===== src/rtl/atm_account_arbiter_pkg.sv =====
// Shared types and defaults for the ATM account arbiter.
// Holds the op encodings, the arbiter state enum and the reset balance.
package atm_pkg;

  typedef enum logic [1:0] {
    OP_INVALID  = 2'b00,
    OP_QUERY    = 2'b01,
    OP_WITHDRAW = 2'b10,
    OP_DEPOSIT  = 2'b11
  } op_t;

  typedef enum logic [1:0] {
    IDLE = 2'd0,
    EXEC = 2'd1,
    RESP = 2'd2
  } arb_state_t;

  localparam int INIT_BAL_DEFAULT = 1000;

endpackage


===== src/rtl/atm_account_arbiter_if.sv =====
// Terminal-side bundle of the account arbiter.
// The master modport belongs to the terminals and the slave modport to the arbiter.
interface atm_account_arbiter_if #(
  parameter int NUM_TERM = 4,
  parameter int BAL_W    = 16
);
  logic [NUM_TERM-1:0]       req;
  logic [2*NUM_TERM-1:0]     op;
  logic [BAL_W*NUM_TERM-1:0] amount;
  logic [NUM_TERM-1:0]       unlock;
  logic [NUM_TERM-1:0]       grant;
  logic                      resp_valid;
  logic                      resp_ok;
  logic                      resp_insufficient;
  logic [BAL_W-1:0]          resp_balance;
  logic [NUM_TERM-1:0]       locked;
  logic                      busy;

  modport master (
    output req, op, amount, unlock,
    input  grant, resp_valid, resp_ok, resp_insufficient, resp_balance, locked, busy
  );

  modport slave (
    input  req, op, amount, unlock,
    output grant, resp_valid, resp_ok, resp_insufficient, resp_balance, locked, busy
  );
endinterface


===== src/rtl/atm_account_arbiter_rr_arbiter.sv =====
// Combinational round-robin picker: first eligible terminal at or above rr_ptr,
// wrapping at NUM_TERM-1 back to 0.
module rr_arbiter #(
  parameter int NUM_TERM = 4,
  parameter int PTR_W    = $clog2(NUM_TERM)
) (
  input  logic [NUM_TERM-1:0] eligible,
  input  logic [PTR_W-1:0]    rr_ptr,
  output logic [NUM_TERM-1:0] winner,
  output logic [PTR_W-1:0]    winner_idx,
  output logic                any
);

  logic [PTR_W:0]   sum;
  logic [PTR_W-1:0] idx;

  always_comb begin
    winner     = '0;
    winner_idx = '0;
    any        = 1'b0;
    sum        = '0;
    idx        = '0;
    for (int k = 0; k < NUM_TERM; k++) begin
      sum = {1'b0, rr_ptr} + (PTR_W+1)'(k);
      if (sum >= (PTR_W+1)'(NUM_TERM)) begin
        sum = sum - (PTR_W+1)'(NUM_TERM);
      end
      idx = sum[PTR_W-1:0];
      if (!any && eligible[idx]) begin
        any         = 1'b1;
        winner[idx] = 1'b1;
        winner_idx  = idx;
      end
    end
  end

endmodule


===== src/rtl/atm_account_arbiter.sv =====
// Shared account balance with round-robin access from NUM_TERM terminals.
// Each granted operation runs IDLE -> EXEC -> RESP and commits atomically.
module atm_account_arbiter
  import atm_pkg::*;
#(
  parameter int NUM_TERM   = 4,
  parameter int BAL_W      = 16,
  parameter int INIT_BAL   = INIT_BAL_DEFAULT,
  parameter int FAIL_LIMIT = 3
) (
  input logic clk,
  input logic reset,
  atm_account_arbiter_if.slave bus
);

  localparam int PTR_W = $clog2(NUM_TERM);
  localparam int CNT_W = $clog2(FAIL_LIMIT + 1);

  arb_state_t          state_reg;
  logic [PTR_W-1:0]    rr_ptr_reg;
  logic [NUM_TERM-1:0] grant_reg;
  op_t                 op_reg;
  logic [BAL_W-1:0]    amount_reg;
  logic [BAL_W-1:0]    balance_reg;
  logic                resp_valid_reg;
  logic                resp_ok_reg;
  logic                resp_insufficient_reg;
  logic [BAL_W-1:0]    resp_balance_reg;

  logic [NUM_TERM-1:0] locked;
  logic [NUM_TERM-1:0] eligible;
  logic [NUM_TERM-1:0] win_onehot;
  logic [PTR_W-1:0]    win_idx;
  logic                win_any;
  logic [PTR_W-1:0]    ptr_next;

  logic [1:0]       op_arr  [NUM_TERM];
  logic [BAL_W-1:0] amt_arr [NUM_TERM];

  logic [BAL_W:0]   dep_sum;
  logic [BAL_W-1:0] balance_next;
  logic             ok_next;
  logic             insufficient_next;

  assign eligible = bus.req & ~locked;

  rr_arbiter #(.NUM_TERM(NUM_TERM), .PTR_W(PTR_W)) u_rr (
    .eligible   (eligible),
    .rr_ptr     (rr_ptr_reg),
    .winner     (win_onehot),
    .winner_idx (win_idx),
    .any        (win_any)
  );

  assign ptr_next = (win_idx == PTR_W'(NUM_TERM - 1)) ? '0 : win_idx + PTR_W'(1);

  // Operation result, committed at the edge leaving EXEC.
  always_comb begin
    balance_next      = balance_reg;
    ok_next           = 1'b0;
    insufficient_next = 1'b0;
    dep_sum           = {1'b0, balance_reg} + {1'b0, amount_reg};
    case (op_reg)
      OP_QUERY: ok_next = 1'b1;
      OP_WITHDRAW: begin
        if (amount_reg <= balance_reg) begin
          balance_next = balance_reg - amount_reg;
          ok_next      = 1'b1;
        end else begin
          insufficient_next = 1'b1;
        end
      end
      OP_DEPOSIT: begin
        balance_next = dep_sum[BAL_W] ? '1 : dep_sum[BAL_W-1:0];
        ok_next      = 1'b1;
      end
      default: ok_next = 1'b0;
    endcase
  end

  always_ff @(posedge clk) begin
    if (reset) begin
      state_reg             <= IDLE;
      rr_ptr_reg            <= '0;
      grant_reg             <= '0;
      op_reg                <= OP_INVALID;
      amount_reg            <= '0;
      balance_reg           <= BAL_W'(INIT_BAL);
      resp_valid_reg        <= 1'b0;
      resp_ok_reg           <= 1'b0;
      resp_insufficient_reg <= 1'b0;
      resp_balance_reg      <= '0;
    end else begin
      case (state_reg)
        IDLE: begin
          resp_valid_reg        <= 1'b0;
          resp_ok_reg           <= 1'b0;
          resp_insufficient_reg <= 1'b0;
          resp_balance_reg      <= '0;
          if (win_any) begin
            op_reg     <= op_t'(op_arr[win_idx]);
            amount_reg <= amt_arr[win_idx];
            grant_reg  <= win_onehot;
            rr_ptr_reg <= ptr_next;
            state_reg  <= EXEC;
          end else begin
            grant_reg <= '0;
          end
        end
        EXEC: begin
          balance_reg           <= balance_next;
          resp_valid_reg        <= 1'b1;
          resp_ok_reg           <= ok_next;
          resp_insufficient_reg <= insufficient_next;
          resp_balance_reg      <= balance_next;
          state_reg             <= RESP;
        end
        RESP: begin
          grant_reg             <= '0;
          resp_valid_reg        <= 1'b0;
          resp_ok_reg           <= 1'b0;
          resp_insufficient_reg <= 1'b0;
          resp_balance_reg      <= '0;
          state_reg             <= IDLE;
        end
        default: state_reg <= IDLE;
      endcase
    end
  end

  // Per-terminal unpacking, fail counting and lockout; unlock overrides a same-edge failure.
  for (genvar gi = 0; gi < NUM_TERM; gi++) begin : g_term
    logic [CNT_W-1:0] fail_cnt_reg;
    logic [CNT_W-1:0] fail_cnt_inc;
    logic             lock_reg;

    assign op_arr[gi]   = bus.op[2*gi +: 2];
    assign amt_arr[gi]  = bus.amount[BAL_W*gi +: BAL_W];
    assign fail_cnt_inc = fail_cnt_reg + CNT_W'(1);
    assign locked[gi]   = lock_reg;

    always_ff @(posedge clk) begin
      if (reset) begin
        fail_cnt_reg <= '0;
        lock_reg     <= 1'b0;
      end else if (bus.unlock[gi]) begin
        fail_cnt_reg <= '0;
        lock_reg     <= 1'b0;
      end else if (state_reg == RESP && grant_reg[gi]) begin
        if (resp_ok_reg) begin
          fail_cnt_reg <= '0;
        end else begin
          fail_cnt_reg <= fail_cnt_inc;
          if (fail_cnt_inc >= CNT_W'(FAIL_LIMIT)) begin
            lock_reg <= 1'b1;
          end
        end
      end
    end
  end

  assign bus.grant             = grant_reg;
  assign bus.resp_valid        = resp_valid_reg;
  assign bus.resp_ok           = resp_ok_reg;
  assign bus.resp_insufficient = resp_insufficient_reg;
  assign bus.resp_balance      = resp_balance_reg;
  assign bus.locked            = locked;
  assign bus.busy              = (state_reg != IDLE);

endmodule

===== src/flat_wrapper.sv =====
// flat-port wrapper written by rule: the top's interface ports become plain ports
module atm_account_arbiter_flat import atm_pkg::*;
#(
  parameter int NUM_TERM   = 4,
  parameter int BAL_W      = 16,
  parameter int INIT_BAL   = INIT_BAL_DEFAULT,
  parameter int FAIL_LIMIT = 3
)
  (clk, reset, bus_req, bus_op, bus_amount, bus_unlock, bus_grant, bus_resp_valid, bus_resp_ok, bus_resp_insufficient, bus_resp_balance, bus_locked, bus_busy);
  atm_account_arbiter_if #(.NUM_TERM(NUM_TERM), .BAL_W(BAL_W)) bus_i ();
  input logic clk;
  input logic reset;
  input wire logic [$bits(bus_i.req)-1:0] bus_req;
  input wire logic [$bits(bus_i.op)-1:0] bus_op;
  input wire logic [$bits(bus_i.amount)-1:0] bus_amount;
  input wire logic [$bits(bus_i.unlock)-1:0] bus_unlock;
  output wire logic [$bits(bus_i.grant)-1:0] bus_grant;
  output wire logic [$bits(bus_i.resp_valid)-1:0] bus_resp_valid;
  output wire logic [$bits(bus_i.resp_ok)-1:0] bus_resp_ok;
  output wire logic [$bits(bus_i.resp_insufficient)-1:0] bus_resp_insufficient;
  output wire logic [$bits(bus_i.resp_balance)-1:0] bus_resp_balance;
  output wire logic [$bits(bus_i.locked)-1:0] bus_locked;
  output wire logic [$bits(bus_i.busy)-1:0] bus_busy;
  assign bus_i.req = bus_req;
  assign bus_i.op = bus_op;
  assign bus_i.amount = bus_amount;
  assign bus_i.unlock = bus_unlock;
  assign bus_grant = bus_i.grant;
  assign bus_resp_valid = bus_i.resp_valid;
  assign bus_resp_ok = bus_i.resp_ok;
  assign bus_resp_insufficient = bus_i.resp_insufficient;
  assign bus_resp_balance = bus_i.resp_balance;
  assign bus_locked = bus_i.locked;
  assign bus_busy = bus_i.busy;
  atm_account_arbiter #(.NUM_TERM(NUM_TERM), .BAL_W(BAL_W), .INIT_BAL(INIT_BAL), .FAIL_LIMIT(FAIL_LIMIT)) u_core (.clk(clk), .reset(reset), .bus(bus_i));
endmodule

===== config.mk =====
export PLATFORM = sky130hd
export DESIGN_NAME = atm_account_arbiter_flat
export DESIGN_NICKNAME = d
export VERILOG_FILES = /design/src/rtl/atm_account_arbiter_pkg.sv /design/src/rtl/atm_account_arbiter_if.sv /design/src/rtl/atm_account_arbiter_rr_arbiter.sv /design/src/rtl/atm_account_arbiter.sv /design/src/flat_wrapper.sv
export SDC_FILE = /design/constraint.sdc
export NUM_CORES = 1
export LEC_CHECK = 0
export ABC_AREA = 1
export CAP_MARGIN = 5
export CORE_UTILIZATION = 29
export CTS_CLUSTER_SIZE = 24
export DETAILED_ROUTE_END_ITERATION = 12
export GPL_ROUTABILITY_DRIVEN = 0
export PLACE_DENSITY = 0.55
export REMOVE_ABC_BUFFERS = 1
export SYNTH_ARGS = -nofsm -noshare
export SYNTH_HDL_FRONTEND = slang
export SYNTH_SLANG_ARGS = --single-unit

===== constraint.sdc =====
create_clock -name clk -period 3.5 [get_ports clk]
set_input_delay 0.875 -clock clk [delete_from_list [all_inputs] [get_ports clk]]
set_output_delay 0.875 -clock clk [all_outputs]
set_load 0.01 [all_outputs]

### Yosys cells after proc, flatten, opt, wreduce, memory -nomap -nowiden

Index checks and enable logic that the tools add are counted.

| word-level totals | value |
|---|---|
| memory bits (writable) | 0 |
| logic and storage cells | 151 |
| output and inout port bits | 28 |
| bits of input ports | 82 |
| memories | 0 |
| bits in read-only memories | 0 |
| register bits | 73 |
| latch bits | 0 |

| operators by class | value |
|---|---|
| equal/unequal tests | 7 |
| multipliers | 0 |
| reduce and logical (&&, ||, !) cells | 29 |
| shifts and indexed selects | 0 |
| div/mod/pow operators | 0 |
| magnitude comparators | 18 |
| bitwise operators | 7 |
| add/sub/neg operators | 14 |
| multiplexer cells | 58 |

Operators by type and width:

| cell | number |
|---|---|
| $mux W16 | 4 |
| $pmux W16 S2 | 2 |
| $bmux W16 S2 | 1 |
| $mux W2 | 16 |
| $mux W4 | 5 |
| $add A16 B16 Y17 | 1 |
| $le A16 B16 Y1 | 1 |
| $sub A16 B16 Y16 | 1 |
| $mux W1 | 15 |
| $ge A3 B3 Y1 const B | 4 |
| $lt A2 B3 Y1 const B | 4 |
| $or A4 B4 Y4 | 3 |
| $reduce_and A3 Y1 | 4 |
| $reduce_or A2 Y1 | 6 |
| $logic_and A1 B1 Y1 | 11 |
| $add A2 B1 Y2 const B | 5 |
| $bmux W1 S2 | 4 |
| $demux W1 S2 | 4 |
| $eq A2 B2 Y1 const B | 4 |
| $ge A2 B1 Y1 const B | 4 |
| $ge A2 B2 Y1 const B | 4 |
| $pmux W1 S2 | 4 |
| $pmux W4 S2 | 1 |
| $sub A2 B1 Y2 const B | 4 |
| 15 further kinds | 21 |

### Longest topological paths before layout

| logic depth | value |
|---|---|
| word-level depth | 18 |
| gate-level depth with buffers | 17 |
| mapped depth without buffers | 16 |

### By module

Synthesis repeated with hierarchy kept, for this count alone.

| second synthesis, totals | value |
|---|---|
| cell total of the unflattened synthesis | 1044 |
| area, all modules | 6259.8 µm² |

Modules (own cells, without submodules):

| module | area each (µm²) | cells an instance | times used | seq. area each (µm²) |
|---|---|---|---|---|
| atm_account_arbiter | 5819.3 | 970 | 1 | 1461.4 |
| rr_arbiter | 440.4 | 74 | 1 | 0.0 |

### Worst setup path before layout

No wires, ideal clock.

| path | value |
|---|---|
| path kind | register -> register |
| start point | register with a tool-made name |
| end point | register u_core.amount_reg[14] |
| path buffers | 2 |
| setup time | 0.109 ns |
| period minus slack after synthesis | 2.271 ns |
| stages on the path, launching flop included | 17 |
| required time | 3.391 ns |
| slack | 1.229 ns |
| data arrival time | 2.162 ns |
| cell sequence | dfxtp_1 -> inv_2 -> ha_1 -> inv_1 -> nand3_2 -> nand2_4 -> nand2_4 -> nor2_8 -> nand2_2 -> nand2_1 -> nand2_2 -> buf_6 -> buf_6 -> nand3_1 -> nand3_1 -> nand2_1 -> inv_1 |

RTL lines:

| what | line | text |
|---|---|---|
| end signal: assignment | atm_account_arbiter.sv:102 | `amount_reg <= amt_arr[win_idx];` |
| end: declaration | atm_account_arbiter.sv:23 | `logic [BAL_W-1:0] amount_reg;` |

### Final worst setup path

| path | value |
|---|---|
| start point | register u_core.balance_reg[0] |
| end point | register u_core.resp_balance_reg[1], in the netlist u_core.bus.resp_balance[1] |

| on the way | value |
|---|---|
| word-level cells in the longest chain between the ends | 4 |
| elaborated cells between the ends (all ways) | 7 |
| those cells by class | add/sub: 2; order compare: 1; mux: 4 |

RTL lines:

| what | line | text |
|---|---|---|
| start: declaration | atm_account_arbiter.sv:24 | `logic [BAL_W-1:0] balance_reg;` |
| start signal: assignment | atm_account_arbiter.sv:88 | `balance_reg <= BAL_W'(INIT_BAL);` |
| start signal: assignment | atm_account_arbiter.sv:111 | `balance_reg <= balance_next;` |
| $add A16 B16 Y17 (tied with other cells) | atm_account_arbiter.sv:62 | `dep_sum = {1'b0, balance_reg} + {1'b0, amount_reg};` |
| $mux W16, on equally long branches | atm_account_arbiter.sv:74, atm_account_arbiter.sv:66 |  |
| $pmux W16 S2 (*) | atm_account_arbiter.sv:63 | `case (op_reg)` |
| $pmux W16 S2 (*) | atm_account_arbiter.sv:94 | `case (state_reg)` |
| end signal: assignment | atm_account_arbiter.sv:115 | `resp_balance_reg <= balance_next;` |
| end: declaration | atm_account_arbiter.sv:28 | `logic [BAL_W-1:0] resp_balance_reg;` |

Every way passes the cells marked *; elsewhere a longest branch is shown, timed or not.
A chain may end at the register's enable or synchronous reset.

==> impl_metrics.json <==
{
  "postSynthCellCount": 1095,
  "busiest_layer": "met2",
  "yosysSeqAreaShare_pct": 22.46,
  "final_max_slew_viol_count": 0,
  "grt_antenna_before_repair": 0,
  "drcViolationCount": 0,
  "globalRouteOverflowTotal": 0,
  "synth_top_area_cell": "sky130_fd_sc_hd__dfxtp_1",
  "drt-vias-per-instance": 4.639,
  "postRouteWirelength_mm": 19.49,
  "groute.layer.met2.usage_pct": 27.19,
  "syn_area_sq_mm": 0.006507,
  "cp-start-kind": "flop",
  "status": "complete, no violations",
  "rrSetupSlack_ns": 0.69,
  "io-pin-count": 110,
  "die_y_um": 151.8,
  "critical_path_class": "flop to flop",
  "cts_post_setup_buffers_inserted": 0,
  "routedWlPerCell_um": 13.25,
  "hold_buffers": 0,
  "globalRouteTotalUtil_pct": 16.99,
  "h-tree-depth": 3,
  "finalHoldViolations": 0,
  "critical_path_arrival_ns": 3.07,
  "rows": 54,
  "groute.layer.met1.usage_pct": 24.14,
  "clock_share_of_power_pct": 15.3,
  "vdd_drop_max_uv": 556.5,
  "tritoncts.num_buffers": 9,
  "yosys-top-cells-area": "sky130_fd_sc_hd__dfxtp_1 22%, sky130_fd_sc_hd__nand2_1 20%, sky130_fd_sc_hd__inv_1 9.3%, sky130_fd_sc_hd__nand3_1 8.9%, sky130_fd_sc_hd__ha_1 8.5%",
  "max_freq_mhz": 355.5,
  "netlist.area_leader.share_pct": 22.46,
  "vias_in_the_first_global_route": 6565,
  "power_uw": 6873,
  "coreArea_sq_mm": 0.02189,
  "cts.clk_slew.worst_paths_ns": 0.06,
  "largest_net_degree_at_the_start_of_global_routing": 38,
  "reg2reg_capture_point": "u_core.bus.resp_balance[1]",
  "detail-route-antenna-nets": 0,
  "grt_first_pass_wirelength_mm": 32.46,
  "clock_tree_from_tritoncts": "yes",
  "yosys.cell_types.count": 39,
  "total_leakage_power_uw": 0.003975,
  "hold_critical_path_endpoint": "u_core.bus.resp_balance[12]",
  "drt_pass_1_iters": 5,
  "relSlewSlack_pct": 60.20,
  "power.sequential.fraction_pct": 17.7,
  "critical_path.endpoint_type": "flop",
  "die_width_um": 151.8,
  "layout_filler_cell_count": 2439,
  "utilization_pct": 37.15,
  "total_die_area_sq_mm": 0.02304,
  "groute.layer.met3.usage_pct": 2.082,
  "sw_frac_of_total_pct": 51.98,
  "worst_r2r_startpoint": "u_core.balance_reg[0]",
  "post-route-min-period_ns": 2.813,
  "reported_net_switching_power_uw": 3572,
  "worstPathMaxFanout": 6,
  "route.vias.total": 6824,
  "ctsResizeCount": 0,
  "ys_ff_latch": 73,
  "mean_instance_size_in_the_synthesized_netlist_sq_um": 5.943,
  "dr.first_iter.drc_count": 364,
  "detailed_place_hpwl_mm": 15.75,
  "intPower_uw": 3300,
  "final_nets": 1314,
  "power.density_mw_per_mm2": 845.2,
  "port_buffers": 109,
  "flow.area_growth_from_synthesis_pct": 24.96,
  "clock_tree.buffer_depth": 2,
  "clk-insertion-delay-late_ns": 0.33,
  "worst-slew-pin-transition_ns": 0.5934,
  "worstHoldPathCells": 2,
  "rsz0062_at_grt": "no",
  "clock_tree.root_cell": "sky130_fd_sc_hd__clkbuf_16",
  "ys_warn_count": 0,
  "initial_utilization_pct": 29.73,
  "required_ns": 3.76,
  "clock_skew_ns": 0.006430,
  "antenna_cells_inserted": 0,
  "max_cap_viol_count": 0,
  "timing.hold.worst.class": "flop to flop",
  "numClockSinks": 73,
  "fin_setup_tns_ns": 0,
  "timing.final.crit_share_pct": 80.36,
  "logic_gate_share_of_total_power_pct": 67.0,
  "setup_viol_count_final": 0,
  "layout-drive-gt1-share_pct": 4.702,
  "hp-start": "u_core.bus.resp_balance[12]",
  "ff2ff_path_depth": 15
}
logic make-up (layout without fill, tap and decap cells):
group / Yosys count / count (layout) / share of synthesized area, %
adders and majority gates: 46 / 46 / 9.075
buffers and inverters: 210 / 306 / 13.42
DFF: 73 / 73 / 22.46
AOI/OAI and AO/OA: 141 / 141 / 11.92
xor gates and xnor gates: 14 / 14 / 1.884
and+or+nand+nor: 611 / 611 / 41.24
power groups by stage:
stage                     registers [uW]  clock network [uW]  logic, uW
after floorplan                     1200                   0       3300
after global placement              1240                   0       4580
after detailed placement            1230                   0       4570
after CTS                           1220                1070       4600
after global routing                1240                1110       5240
final                               1220                1050       4600
area by class of cell:
class	count	area, sq um	area share (%)
Clock buffer	11	232.7	2.862
Clock inverter	5	103.9	1.277
Inverter	169	634.4	7.801
Multi-Input combinational cell	812	4173	51.32
Sequential cell	73	1461	17.97
Tap cell	280	350.3	4.308
Timing Repair Buffer	121	1176	14.46
layer usage:
metal / wire (um) / part of all wire (%) / vias to the layer above
met3: 795 / 4.1 / 15
met4: 214 / 1.1 / 0
met1: 10020 / 51 / 3035
met2: 8457 / 43 / 129
met5: 0 / 0 / -
li1: - / - / 3645
critical path: stages (launching register included):
cell and delay (ns):
sky130_fd_sc_hd__dfxtp_1 0.32, sky130_fd_sc_hd__inv_1 0.10, sky130_fd_sc_hd__ha_1 0.15, sky130_fd_sc_hd__inv_1 0.08, sky130_fd_sc_hd__fa_1 0.45, sky130_fd_sc_hd__nand3_1 0.11
sky130_fd_sc_hd__nand3_1 0.16, sky130_fd_sc_hd__nand2_1 0.12, sky130_fd_sc_hd__nand3_1 0.10, sky130_fd_sc_hd__nand2_1 0.16, sky130_fd_sc_hd__nand3_1 0.30, sky130_fd_sc_hd__nand2_1 0.30
sky130_fd_sc_hd__nand2_1 0.07, sky130_fd_sc_hd__nand3_1 0.09, sky130_fd_sc_hd__nand2_1 0.07, sky130_fd_sc_hd__a21oi_1 0.15
worst max path at each step:
stage | startpoint | end | slack [ns] | depth (start not counted)
6_report | u_core.balance_reg[0] | u_core.bus.resp_balance[1] | 0.69 | 15
5_1_grt | u_core.balance_reg[0] | u_core.bus.resp_balance[15] | 0.43 | 15
4_1_cts | u_core.balance_reg[0] | u_core.bus.resp_balance[1] | 0.71 | 15
3_5_place_dp | bus_req[0] | u_core.amount_reg[14] | 0.53 | 11
3_3_place_gp | bus_req[0] | u_core.amount_reg[13] | 0.52 | 11
2_1_floorplan | flop | u_core.amount_reg[10] | 0.94 | 14
cells in the final DEF (no fill, tap or decap), types with 6 or more instances in the layout:
master / Yosys / layout
sky130_fd_sc_hd__inv_1: 161 / 161
sky130_fd_sc_hd__inv_2: 6 / 6
sky130_fd_sc_hd__nand3b_1: 18 / 18
sky130_fd_sc_hd__clkbuf_16: 0 / 9
sky130_fd_sc_hd__nand3_2: 9 / 9
sky130_fd_sc_hd__buf_4: 7 / 12
sky130_fd_sc_hd__o21ai_1: 6 / 6
sky130_fd_sc_hd__dfxtp_1: 73 / 73
sky130_fd_sc_hd__a21oi_1: 86 / 86
sky130_fd_sc_hd__nand4_1: 14 / 14
sky130_fd_sc_hd__nand3_1: 116 / 116
sky130_fd_sc_hd__nor2_1: 82 / 82
sky130_fd_sc_hd__o21ai_0: 25 / 25
sky130_fd_sc_hd__nand2_1: 355 / 355
sky130_fd_sc_hd__xor2_1: 10 / 10
sky130_fd_sc_hd__ha_1: 44 / 44
sky130_fd_sc_hd__clkdlybuf4s50_1: 0 / 108
synthesized netlist by cell type (all sizes together):
master,number
inv,167
fa,2
dfxtp,73
a21oi,87
a21o,2
a32o,1
o22ai,4
clkbuf,16
ha,44
nor2,84
o21a,1
clkinv,2
o31ai,1
o21ai,32
buf,25
nand4,14
xor2,10
nand2,364
nand3b,18
o21bai,4
xnor2,4
a211oi,5
nor3,5
o221ai,2
nand3,126
o211ai,2
per-stage QoR:
stage / std cells / instance area [sq um] / hold slack, ns / setup WS, ns
after floorplan: 1054 / 6269 / 0.4357 / 0.9429
after global placement: 1455 / 7795 / 0.4507 / 0.5220
after detailed placement: 1455 / 7795 / 0.4559 / 0.5293
after CTS: 1471 / 8132 / 0.4655 / 0.7089
after global routing: 1471 / 8132 / 0.4815 / 0.4269
final: 1471 / 8132 / 0.4640 / 0.6873
No activity file was read; power rests on OpenSTA's default activity.
